[src/rtl/serial_pattern_tx.sv]
// Serial pattern transmitter: shifts a latched pattern out MSB-first, repeating it
// rep+1 times with a fixed idle gap between sends, under a start/busy/done handshake.
module serial_pattern_tx #(
    parameter int unsigned WIDTH = 8,
    parameter int unsigned GAP   = 2,
    parameter int unsigned CNT_W = 4
) (
    input  logic                       CLK,
    input  logic                       RESET_N,
    input  logic                       start,
    input  logic [WIDTH-1:0]           pattern,
    input  logic [$clog2(WIDTH+1)-1:0] len,
    input  logic [CNT_W-1:0]           rep,
    input  logic                       abort,
    output logic                       x,
    output logic                       valid,
    output logic                       busy,
    output logic                       done,
    output logic [1:0]                 S
);

    localparam int unsigned LW       = $clog2(WIDTH + 1);
    localparam int unsigned BW       = (WIDTH > 1) ? $clog2(WIDTH) : 1;
    localparam int unsigned GW       = (GAP > 1) ? $clog2(GAP) : 1;
    localparam int unsigned GAP_LOAD = (GAP > 0) ? GAP - 1 : 0;

    typedef enum logic [1:0] {
        StIdle  = 2'd0,
        StShift = 2'd1,
        StGap   = 2'd2,
        StDone  = 2'd3
    } state_t;

    state_t             state;
    logic [WIDTH-1:0]   pat_q;
    logic [BW-1:0]      last_q;
    logic [BW-1:0]      bitcnt;
    logic [CNT_W-1:0]   repcnt;
    logic [GW-1:0]      gapcnt;
    logic [BW-1:0]      len_m1;

    assign S = state;

    // Out-of-range or zero length selects the full pattern width.
    always_comb begin
        if (len == '0 || len > LW'(WIDTH)) begin
            len_m1 = BW'(WIDTH - 1);
        end else begin
            len_m1 = BW'(len - LW'(1));
        end
    end

    always_ff @(posedge CLK or negedge RESET_N) begin
        if (!RESET_N) begin
            state  <= StIdle;
            pat_q  <= '0;
            last_q <= '0;
            bitcnt <= '0;
            repcnt <= '0;
            gapcnt <= '0;
            x      <= 1'b0;
            valid  <= 1'b0;
            busy   <= 1'b0;
            done   <= 1'b0;
        end else if (abort && state != StIdle) begin
            state <= StIdle;
            x     <= 1'b0;
            valid <= 1'b0;
            busy  <= 1'b0;
            done  <= 1'b0;
        end else begin
            unique case (state)
                StIdle: begin
                    x     <= 1'b0;
                    valid <= 1'b0;
                    busy  <= 1'b0;
                    done  <= 1'b0;
                    if (start) begin
                        pat_q  <= pattern;
                        last_q <= len_m1;
                        bitcnt <= len_m1;
                        repcnt <= rep;
                        state  <= StShift;
                        x      <= pattern[len_m1];
                        valid  <= 1'b1;
                        busy   <= 1'b1;
                    end
                end
                StShift: begin
                    if (bitcnt == '0) begin
                        if (repcnt == '0) begin
                            state <= StDone;
                            x     <= 1'b0;
                            valid <= 1'b0;
                            busy  <= 1'b0;
                            done  <= 1'b1;
                        end else begin
                            repcnt <= repcnt - CNT_W'(1);
                            bitcnt <= last_q;
                            if (GAP == 0) begin
                                x     <= pat_q[last_q];
                                valid <= 1'b1;
                            end else begin
                                state  <= StGap;
                                gapcnt <= GW'(GAP_LOAD);
                                x      <= 1'b0;
                                valid  <= 1'b0;
                            end
                        end
                    end else begin
                        bitcnt <= bitcnt - BW'(1);
                        x      <= pat_q[bitcnt - BW'(1)];
                    end
                end
                StGap: begin
                    if (gapcnt == '0) begin
                        state <= StShift;
                        x     <= pat_q[bitcnt];
                        valid <= 1'b1;
                    end else begin
                        gapcnt <= gapcnt - GW'(1);
                    end
                end
                StDone: begin
                    state <= StIdle;
                    done  <= 1'b0;
                end
                default: state <= StIdle;
            endcase
        end
    end

endmodule

[config.mk]
export PLATFORM = sky130hd
export DESIGN_NAME = serial_pattern_tx
export DESIGN_NICKNAME = d
export VERILOG_FILES = /design/src/rtl/serial_pattern_tx.sv
export SDC_FILE = /design/constraint.sdc
export NUM_CORES = 1
export LEC_CHECK = 0
export CAP_MARGIN = 40
export CORE_MARGIN = 10
export CORE_UTILIZATION = 37
export DETAILED_ROUTE_END_ITERATION = 10
export HOLD_SLACK_MARGIN = 0.02
export PLACE_DENSITY = 0.66
export SLEW_MARGIN = 5
export SYNTH_ARGS = -nofsm -noshare
export SYNTH_HDL_FRONTEND = slang
export SYNTH_SLANG_ARGS = --single-unit
[constraint.sdc]
create_clock -name CLK -period 2.1 [get_ports CLK]
set_clock_uncertainty 0.1 [all_clocks]
set_input_delay 0.525 -clock CLK [delete_from_list [all_inputs] [get_ports CLK]]
set_output_delay 0.525 -clock CLK [all_outputs]
set_load 0.005 [all_outputs]
==> metrics.csv, run 1 <==
stage;metric;value;unit
synthesis;async_flop_share;100.0;%
critical_path;r2r_start;S[1];
place;numPlacedInstances;277;
cts;root_buffer;clkbuf_8;
timing;period_minus_slack;1.991;ns
power;switching_share;39.79;%
timing;slew_viol_final;0;
flow_run;max_cap_violations;0;
global_routing;grt_max_degree;26;
cts;cts_tree;yes;
timing;rsz0062_at_grt;false;
floorplan;fp.coreArea;4414;µm²
drt;drc;0;
cts;cts_made_buffers;3;
synthesis;yosysTopAreaCellShare;36.85;%
power;p_leak;1.045;nW
finish;n_antenna_cell;0;
place;gp_congestion;0.7949;
drt;detail_route.wl_per_cell;14.28;µm
hold_path;hold_depth;2;
finish;multiInputGateArea;999.7;µm²
synthesis;synth_edf_count;0;
cts;clkLatencyLatePin;0.27;ns
synthesis;netlist_area;1698;µm²
drt;avgViaCountPerCell;5.109;
timing;tightest_slew;0.3941;ns
place;dp_hpwl;3.201;mm
place;portBuffers;25;
critical_path;cp-end-kind;flop;
global_routing;grt_pass1_vias;1510;
drt;vias;1451;
finish;fin_cells;284;
critical_path;r2r-end;x;
synthesis;synth-seq-area-share;36.85;%
hold_path;min-delay-path-class;flop to flop;
floorplan;die_h;87.74;µm
finish;layout_common_cells;buf_4 (29), dfrtp_1 (25), clkdlybuf4s50_1 (22);
critical_path;required;2.21;ns
synthesis;synth_cell_types;41;
timing;fin_crit_sh;94.82;%
synthesis;syn_nets;210;
power;seqPwrFrac;30.1;%
synthesis;ys_warn_count;0;
global_routing;grt_usage;10.94;%
synthesis;synth.top_cells.by_area;dfrtp_1 (37%), mux2_2 (8.0%), ha_1 (6.6%);
finish;layout_commonest_cell;buf_4;
synthesis;synth_largest_area_cell;dfrtp_1;
power;clkPwrFrac;9.7;%
power;p_switching;1.163;mW
critical_path;critPathArrivalTime;2.10;ns
floorplan;die_width;87.74;µm
status;status;finished, final reports clean;
timing;hold_violations;0;
synthesis;synth_cells;181;
critical_path;startpoint_type;input pin;
power;power.density;1291;nW/µm²
floorplan;initial_core_util;38.46;%
finish;fin_nets;262;
finish;area_delta_synth_final;33.38;%
drt;drt.antenna.violating_nets;0;
global_routing;antenna_found_initial;0;
hold_path;whs_endpoint;last_q[1];
floorplan;std_cell_rows;24;
power;pwr-share-comb;60.2;%
drt;dr.pass1.iters;4;
cts;clk_pin_slew;0.09;ns
finish;ff_latch_area;625.6;µm²
timing;fmax;502.2;MHz
timing;tns;0;ns
synthesis;ys_seq_elements;25;
critical_path;r2r_setup_slack;0.14;ns
critical_path;worstPathMaxFanout;2;
global_routing;overflow;0;
floorplan;top_level_ports;26;
cts;postCtsHoldBufs;0;
cts;cts_buffer_depth;2;
critical_path;rr_worst_depth;7;
drt;drt_wl_total;4.056;mm
floorplan;dieArea;7698;µm²
cts;htreeDepth;1;
global_routing;grt_pass1_wl;6.975;mm
finish;drive_above_1_share;22.84;%
finish;fill_cells;404;
cts;cts.sinks;25;
critical_path;path_class;input pin to flop;
timing;whs;0.3839;ns
synthesis;ys.flop_type;dfrtp_1;
power;p_int;1.761;mW
drt;drt-initial-drc-count;58;
hold_path;hp-start;last_q[1];
timing;relSlewSlack;73.05;%
synthesis;avgSynthCellArea;9.381;µm²
power;vdd_drop_max;0.6554;mV
timing;setup_viol;0;
-- how the worst max path moves through the flow --
stage / from / endpoint / slack (ns)
2_1_floorplan: len[0] / x / 0.02
3_3_place_gp: len[0] / x / -0.48
3_5_place_dp: len[0] / x / -0.54
4_1_cts: len[2] / x / 0.06
5_1_grt: len[0] / x / 0.03
6_report: len[0] / x / 0.11
-- area by class of cell --
type | count | area share (%)
clock buffers | 3 | 1.823
clock inverters | 1 | 0.2210
inverters | 13 | 2.155
multi-input cells | 135 | 44.14
flip-flops and latches | 25 | 27.62
well taps | 52 | 2.873
repair buffers | 55 | 21.16
-- logic make-up (layout without fill, tap and decap cells) --
group,count (synthesis),in the layout,synth area share (%)
AO/OA/AOI/OAI,40,40,15.62
multiplexers,23,23,15.92
XOR/XNOR,1,1,0.5159
AND/OR/NAND/NOR,62,62,19.53
adder cells (fa/ha/maj),9,9,6.632
flip-flops,25,25,36.85
buffers and inverters,21,72,4.937
-- per-stage QoR --
step | instance area, µm² | utilization [%] | setup WS (ns) | power (mW)
2_1_floorplan | 1698 | - | 0.02202 | 1.978
3_3_place_gp | 2181 | 49.40 | -0.4838 | 2.587
3_5_place_dp | 2181 | 49.40 | -0.5428 | 2.622
4_1_cts | 2255 | 51.08 | 0.06194 | 2.930
5_1_grt | 2265 | 51.30 | 0.02988 | 3.205
6_report | 2265 | 51.30 | 0.1087 | 2.924
-- sequential cells by signal, summed over array words and instances, names as in the netlist --
name,flops
done,1
last_q,3
valid,1
bitcnt,3
repcnt,4
pat_q,8
S,2
busy,1
x,1
gapcnt,1
-- metal layers --
metal  track usage, %  part of all wire, %  wire length [µm]  vias up
li1                 -                    -                 -      748
met1            14.21                   47              1887      674
met2            18.32                   48              1939       27
met3            1.950                  4.7               190        2
met4            2.609                 0.94                38        0
met5                0                    0                 0        -
-- synthesized netlist by cell type, types with 2 or more instances --
library cell	number
nor2b_1	6
buf_2	3
nand2_1	18
a31oi_1	3
dfrtp_1	25
nor3b_1	3
a21boi_0	2
o21ai_0	12
a2111oi_0	2
a21o_1	2
a21oi_1	6
o31ai_1	2
nor3_1	7
and2b_1	2
nand3_1	4
nand2b_1	7
nor2_1	8
a311oi_1	2
clkbuf_1	4
ha_1	9
inv_1	13
and2_1	2
mux4_2	2
mux2i_1	9
mux2_2	12
-- power groups by stage --
stage | Combinational (mW) | Clock, mW | Sequential, mW
2_1_floorplan | 1.13 | 0 | 0.846
3_3_place_gp | 1.71 | 0 | 0.875
3_5_place_dp | 1.74 | 0 | 0.879
4_1_cts | 1.76 | 0.294 | 0.874
5_1_grt | 1.98 | 0.314 | 0.914
6_report | 1.76 | 0.284 | 0.880
-- timing repair --
item / CTS / global route
setup buffers: 3 / 0
setup endpoints to repair: 1 / 3
pin swaps: 3 / 1
gates resized for setup: 5 / 5
-- critical path, cell delays in order --
cell and delay, ns:
dlygate4sd2_1 0.24, inv_1 0.06, ha_2 0.16, buf_4 0.11, nor2b_1 0.05, nor3_4 0.18
or4b_1 0.45, a211o_1 0.23, nand4_1 0.09
Note: power is estimated with default switching activity, not from simulation.
==> inputs of run 2 (changes only) <==
--- a/config.mk
+++ b/config.mk
@@ -7,10 +7,10 @@
 export LEC_CHECK = 0
 export CAP_MARGIN = 40
 export CORE_MARGIN = 10
-export CORE_UTILIZATION = 37
+export CORE_UTILIZATION = 48
 export DETAILED_ROUTE_END_ITERATION = 10
 export HOLD_SLACK_MARGIN = 0.02
-export PLACE_DENSITY = 0.66
+export PLACE_DENSITY = 0.77
 export SLEW_MARGIN = 5
 export SYNTH_ARGS = -nofsm -noshare
 export SYNTH_HDL_FRONTEND = slang
==> constraint.sdc (replaced) <==
create_clock -name CLK -period 2.5 [get_ports CLK]
set_clock_uncertainty 0.1 [all_clocks]
set_input_delay 0.625 -clock CLK [delete_from_list [all_inputs] [get_ports CLK]]
set_output_delay 0.625 -clock CLK [all_outputs]
set_load 0.005 [all_outputs]
==> metrics.csv, run 2 (same netlist as run 1, synthesis figures left out) <==
stage;metric;value;unit;change
status;status;finished, final reports clean;;unchanged
finish;layout_common_cells;dfrtp_1 (25), clkdlybuf4s50_1 (25), nand2_1 (18);;was buf_4 (29), dfrtp_1 (25), clkdlybuf4s50_1 (22)
drt;dr.pass1.iters;5;;was 4
finish;top_register;pat_q;;unchanged
global_routing;antenna_found_initial;0;;unchanged
cts;clkLatencyLatePin;0.33;ns;was 0.27 ns
finish;area_delta_synth_final;22.84;%;was 33.38%
timing;whs;0.4048;ns;was 0.3839 ns
timing;slew_viol_final;0;;unchanged
global_routing;grt_pass1_vias;1551;;was 1510
power;p_leak;0.9327;nW;was 1.045 nW
floorplan;fp.coreArea;3390;µm²;was 4414 µm²
finish;multiInputGateArea;993.5;µm²;was 999.7 µm²
timing;hold_violations;0;;unchanged
critical_path;path_buf_inv;2;;was 3
flow_run;max_cap_violations;0;;unchanged
critical_path;r2r_setup_slack;0.25;ns;was 0.14 ns
global_routing;grt_pass1_wl;7.176;mm;was 6.975 mm
finish;fin_nets;243;;was 262
timing;period_minus_slack;2.379;ns;
place;gp_congestion;0.8848;;was 0.7949
cts;clk_pin_slew;0.15;ns;was 0.09 ns
critical_path;crit_chain;clkdlybuf4s50_1 > inv_1 > ha_1 > and2b_2 > nor3_4 > or4b_4 > a211o_1 > nand4_1;;was dlygate4sd2_1 > inv_1 > ha_2 > buf_4 > nor2b_1 > nor3_4 > or4b_1 > a211o_1 > nand4_1
critical_path;required;2.68;ns;was 2.21 ns
drt;drt.antenna.violating_nets;0;;unchanged
drt;drt-initial-drc-count;89;;was 58
floorplan;std_cell_rows;21;;was 24
global_routing;grt_max_degree;26;;unchanged
finish;n_antenna_cell;0;;unchanged
timing;setup_ws;0.1209;ns;was 0.1087 ns
timing;rsz0062_at_grt;false;;unchanged
power;power.density;1080;nW/µm²;was 1291 nW/µm²
floorplan;die_h;79.48;µm;was 87.74 µm
drt;drt_wl_total;4.129;mm;was 4.056 mm
cts;htreeDepth;1;;unchanged
finish;largest_reg_flops;8;;unchanged
drt;detail_route.wl_per_cell;15.94;µm;was 14.28 µm
critical_path;critical-path-max-stage-delay;0.48;ns;was 0.45 ns
critical_path;worstPathMaxFanout;2;;unchanged
critical_path;critPathArrivalTime;2.56;ns;was 2.10 ns
finish;ff_latch_area;625.6;µm²;unchanged
floorplan;initial_core_util;50.09;%;was 38.46%
critical_path;path_class;input pin to flop;;unchanged
cts;cts.sinks;25;;unchanged
cts;cts_made_buffers;3;;unchanged
timing;setup_viol;0;;unchanged
drt;vias;1456;;was 1451
drt;drc;0;;unchanged
critical_path;cp_top_family;simple AND/OR/NAND/NOR gates;;unchanged
hold_path;min-delay-path-class;flop to flop;;unchanged
timing;fmax;420.3;MHz;
critical_path;cp-end-kind;flop;;unchanged
place;pre_cts_ws;-0.2392;ns;was -0.5428 ns
floorplan;dieArea;6316;µm²;was 7698 µm²
place;portBuffers;25;;unchanged
power;vdd_drop_max;0.6014;mV;was 0.6554 mV
cts;root_buffer;clkbuf_4;;was clkbuf_8
drt;avgViaCountPerCell;5.622;;was 5.109
critical_path;slowest_stage;clkdlybuf4s50_1;;was or4b_1
cts;cts_buffer_depth;2;;unchanged
global_routing;overflow;0;;unchanged
finish;reg_top3;pat_q (8), repcnt (4);;unchanged
cts;cts_setup_buffers;0;;was 3
floorplan;top_level_ports;26;;unchanged
finish;drive_above_1_share;15.02;%;was 22.84%
global_routing;grt_usage;13.53;%;was 10.94%
timing;tightest_slew;0.4995;ns;was 0.3941 ns
finish;fill_cells;299;;was 404
critical_path;startpoint_type;input pin;;unchanged
timing;fin_crit_sh;95.16;%;
timing;relSlewSlack;65.84;%;was 73.05%
floorplan;die_width;79.48;µm;was 87.74 µm
place;dp_hpwl;3.182;mm;was 3.201 mm
cts;cts_tree;yes;;unchanged
[run 2: worst min-delay path: cells and delay by family (launching register included)]
| family | cells | cell delay (ns) |
|---|---|---|
| flops | 1 | 0.38 |
| compound gates | 1 | 0.06 |
| simple gates | 1 | 0.05 |
[run 2: power by group]
part / internal (mW) / switching (mW)
clock: 0.0601 / 0.133
sequential: 0.592 / 0.158
combinational: 0.636 / 0.675
total: 1.29 / 0.965
[run 2: cell type report]
| class | instances | area share, % |
|---|---|---|
| Tap cell | 46 | 2.759 |
| Clock buffer | 3 | 1.080 |
| Inverter | 13 | 2.340 |
| Timing Repair Buffer | 36 | 15.96 |
| Multi-Input combinational cell | 135 | 47.63 |
| Clock inverter | 1 | 0.2400 |
| Sequential cell | 25 | 29.99 |
[run 2: per-stage QoR]
step           cells  area (µm²)  util [%]  TNS (ns)  power [mW]
2_1_floorplan    181        1698         -         0       1.662
3_3_place_gp     255        2053     60.58   -0.1482       1.972
3_5_place_dp     255        2053     60.58   -0.3847       2.055
4_1_cts          259        2081     61.39         0       2.253
5_1_grt          259        2086     61.54         0       2.454
6_report         259        2086     61.54         0       2.253
[run 2: routing by layer]
layer  up-vias  wire length (µm)  global-route usage [%]
li1        712                 -                       -
met1       709              1780                   15.45
met2        28              2151                   24.43
met3         7               145                   2.252
met4         0                51                   5.018
met5         -                 0                       0
[run 2: what timing repair did]
action / 4_1_cts / 5_1_grt
hold buffers: 0 / 0
resized for setup: 0 / 2
endpoints found under the setup margin: 0 / 1
[run 2: path summary, 6_finish.rpt]
| kind | startpoint | endpoint | cells after the start |
|---|---|---|---|
| max in group asynchronous | RESET_N | pat_q[5] | 2 |
| max | len[0] | x | 8 |
| min reg2reg | last_q[2] | last_q[2] | 2 |
| min | last_q[2] | last_q[2] | 2 |
| max reg2reg | S[1] | x | 7 |
| min in group asynchronous | RESET_N | busy | 2 |
==> inputs of run 3 (changes only) <==
--- a/config.mk
+++ b/config.mk
@@ -9,8 +9,9 @@
 export CORE_MARGIN = 10
 export CORE_UTILIZATION = 48
 export DETAILED_ROUTE_END_ITERATION = 10
+export GPL_ROUTABILITY_DRIVEN = 0
 export HOLD_SLACK_MARGIN = 0.02
-export PLACE_DENSITY = 0.77
+export PLACE_DENSITY = 0.83
 export SLEW_MARGIN = 5
 export SYNTH_ARGS = -nofsm -noshare
 export SYNTH_HDL_FRONTEND = slang
==> metrics.csv, run 3 (same netlist as run 1, synthesis figures left out) <==
stage;metric;value;unit;change
status;status;finished, final reports clean;;unchanged
critical_path;cp-end-kind;flop;;unchanged
cts;ctsResizeCount;0;;unchanged
timing;hold_violations;0;;unchanged
finish;finish.instance_area;2088;µm²;was 2086 µm²
drt;drt-initial-drc-count;104;;was 89
finish;drive_above_1_share;14.49;%;was 15.02%
timing;relSlewSlack;72.14;%;was 65.84%
cts;cts.sinks;25;;unchanged
power;p_switching;0.9102;mW;was 0.9651 mW
power;pwr-share-comb;57.7;%;was 58.2%
power;p_leak;0.9358;nW;was 0.9327 nW
power;vdd_drop_max;0.5986;mV;was 0.6014 mV
drt;drt.antenna.violating_nets;0;;unchanged
floorplan;die_width;79.48;µm;unchanged
floorplan;dieArea;6316;µm²;unchanged
global_routing;antenna_found_initial;0;;unchanged
finish;fin_cells;260;;was 259
hold_path;min-delay-path-class;flop to flop;;unchanged
place;numPlacedInstances;256;;was 255
place;dp_hpwl;2.853;mm;was 3.182 mm
cts;clk_pin_slew;0.14;ns;was 0.15 ns
floorplan;initial_core_util;50.09;%;unchanged
global_routing;grt_pass1_wl;6.568;mm;was 7.176 mm
critical_path;path_class;input pin to flop;;unchanged
cts;cts_made_buffers;3;;unchanged
finish;area_delta_synth_final;22.99;%;was 22.84%
timing;rsz0062_at_grt;false;;unchanged
finish;largest_reg_flops;8;;unchanged
power;seqPwrFrac;34.0;%;was 33.3%
finish;top_register;pat_q;;unchanged
floorplan;top_level_ports;26;;unchanged
drt;vias;1427;;was 1456
critical_path;worstPathMaxFanout;2;;unchanged
timing;tightest_slew;0.4150;ns;was 0.4995 ns
power;power.density;1054;nW/µm²;was 1080 nW/µm²
critical_path;startpoint_type;input pin;;unchanged
timing;slew_viol_final;0;;unchanged
timing;fin_crit_sh;94.37;%;was 95.16%
cts;postCtsHoldBufs;0;;unchanged
timing;period_minus_slack;2.359;ns;was 2.379 ns
global_routing;grt_usage;12.35;%;was 13.53%
global_routing;grt_pass1_vias;1434;;was 1551
cts;cts_buffer_depth;2;;unchanged
cts;cts_setup_buffers;0;;unchanged
finish;fin_nets;244;;was 243
drt;avgViaCountPerCell;5.488;;was 5.622
place;portBuffers;25;;unchanged
floorplan;std_cell_rows;21;;unchanged
floorplan;die_h;79.48;µm;unchanged
critical_path;required;2.66;ns;was 2.68 ns
floorplan;fp.coreArea;3390;µm²;unchanged
timing;whs;0.4142;ns;was 0.4048 ns
power;p_int;1.291;mW;was 1.288 mW
critical_path;critPathArrivalTime;2.52;ns;was 2.56 ns
place;placed_area;2061;µm²;was 2053 µm²
timing;setup_viol;0;;unchanged
finish;reg_top3;pat_q (8), repcnt (4);;unchanged
drt;detail_route.wl_per_cell;13.92;µm;was 15.94 µm
finish;n_antenna_cell;0;;unchanged
power;switching_share;41.36;%;was 42.84%
global_routing;overflow;0;;unchanged
global_routing;grt_max_degree;26;;unchanged
drt;drc;0;;unchanged
power;clkPwrFrac;8.3;%;was 8.6%
flow_run;max_cap_violations;0;;unchanged
cts;root_buffer;clkbuf_4;;unchanged
timing;fmax;423.9;MHz;was 420.3 MHz
cts;htreeDepth;1;;unchanged
cts;clkLatencyLatePin;0.33;ns;about the same
finish;fill_cells;292;;was 299
finish;layout_common_cells;dfrtp_1 (25), clkdlybuf4s50_1 (25), nand2_1 (18);;unchanged
cts;cts_tree;yes;;unchanged
drt;dr.pass1.iters;4;;was 5
drt;drt_wl_total;3.620;mm;was 4.129 mm
run 3: changes by cell type in the layout (fill, tap and decap cells not counted):
cell	before	now
and2b_1	1	2
or4b_4	1	0
or4b_1	0	1
buf_4	11	12
and2b_2	1	0
run 3: layer usage:
metal,part of all wire [%],up-vias,global-route usage [%],wire length (µm)
met3,3.9,5,2.928,142
met1,46,678,15.06,1673
met4,0.55,0,3.047,20
met2,49,23,21.20,1785
li1,-,721,-,-
met5,0,-,0,0
run 3: worst paths after layout:
| check | startpoint | to | slack [ns] | cells past startpoint |
|---|---|---|---|---|
| min in group asynchronous | RESET_N | repcnt[0] | 0.54 | 2 |
| worst min-delay path | valid | valid | 0.41 | 1 |
| max in group asynchronous | RESET_N | x | 1.50 | 2 |
| worst max-delay path | len[0] | x | 0.14 | 8 |
| worst min register to register | valid | valid | 0.41 | 1 |
| worst max register to register | S[1] | x | 0.32 | 7 |
run 3: cell type report:
class	count	area [µm²]	share of cell area [%]
Clock buffer	3	22.52	1.078
Clock inverter	1	5.005	0.2397
Inverter	13	48.80	2.337
Multi-Input combinational cell	135	988.4	47.33
Sequential cell	25	625.6	29.96
Tap cell	46	57.56	2.756
Timing Repair Buffer	37	340.3	16.30
run 3: stage by stage:
step	power [mW]	setup slack (ns)	setup TNS, ns	utilization, %
after floorplan	1.662	0.3220	0	-
after global placement	1.989	-0.1618	-0.1756	60.80
after CTS	2.219	0.1449	0	61.61
after detailed placement	2.030	-0.1855	-0.2561	60.80
after global routing	2.437	0.05613	0	61.61
final	2.201	0.1408	0	61.61
run 3: power by group through the flow:
stage,clock network (mW),logic (mW),registers [mW]
after global placement,0,1.25,0.741
after floorplan,0,0.951,0.710
after CTS,0.191,1.28,0.747
after detailed placement,0,1.28,0.755
final,0.182,1.27,0.748
after global routing,0.213,1.45,0.777
run 3: critical path: stages:
cell and delay, ns:
clkdlybuf4s50_1 0.47, inv_1 0.05, ha_1 0.19, and2b_1 0.20, nor3_4 0.17, or4b_1 0.45
a211o_1 0.28, nand4_1 0.08
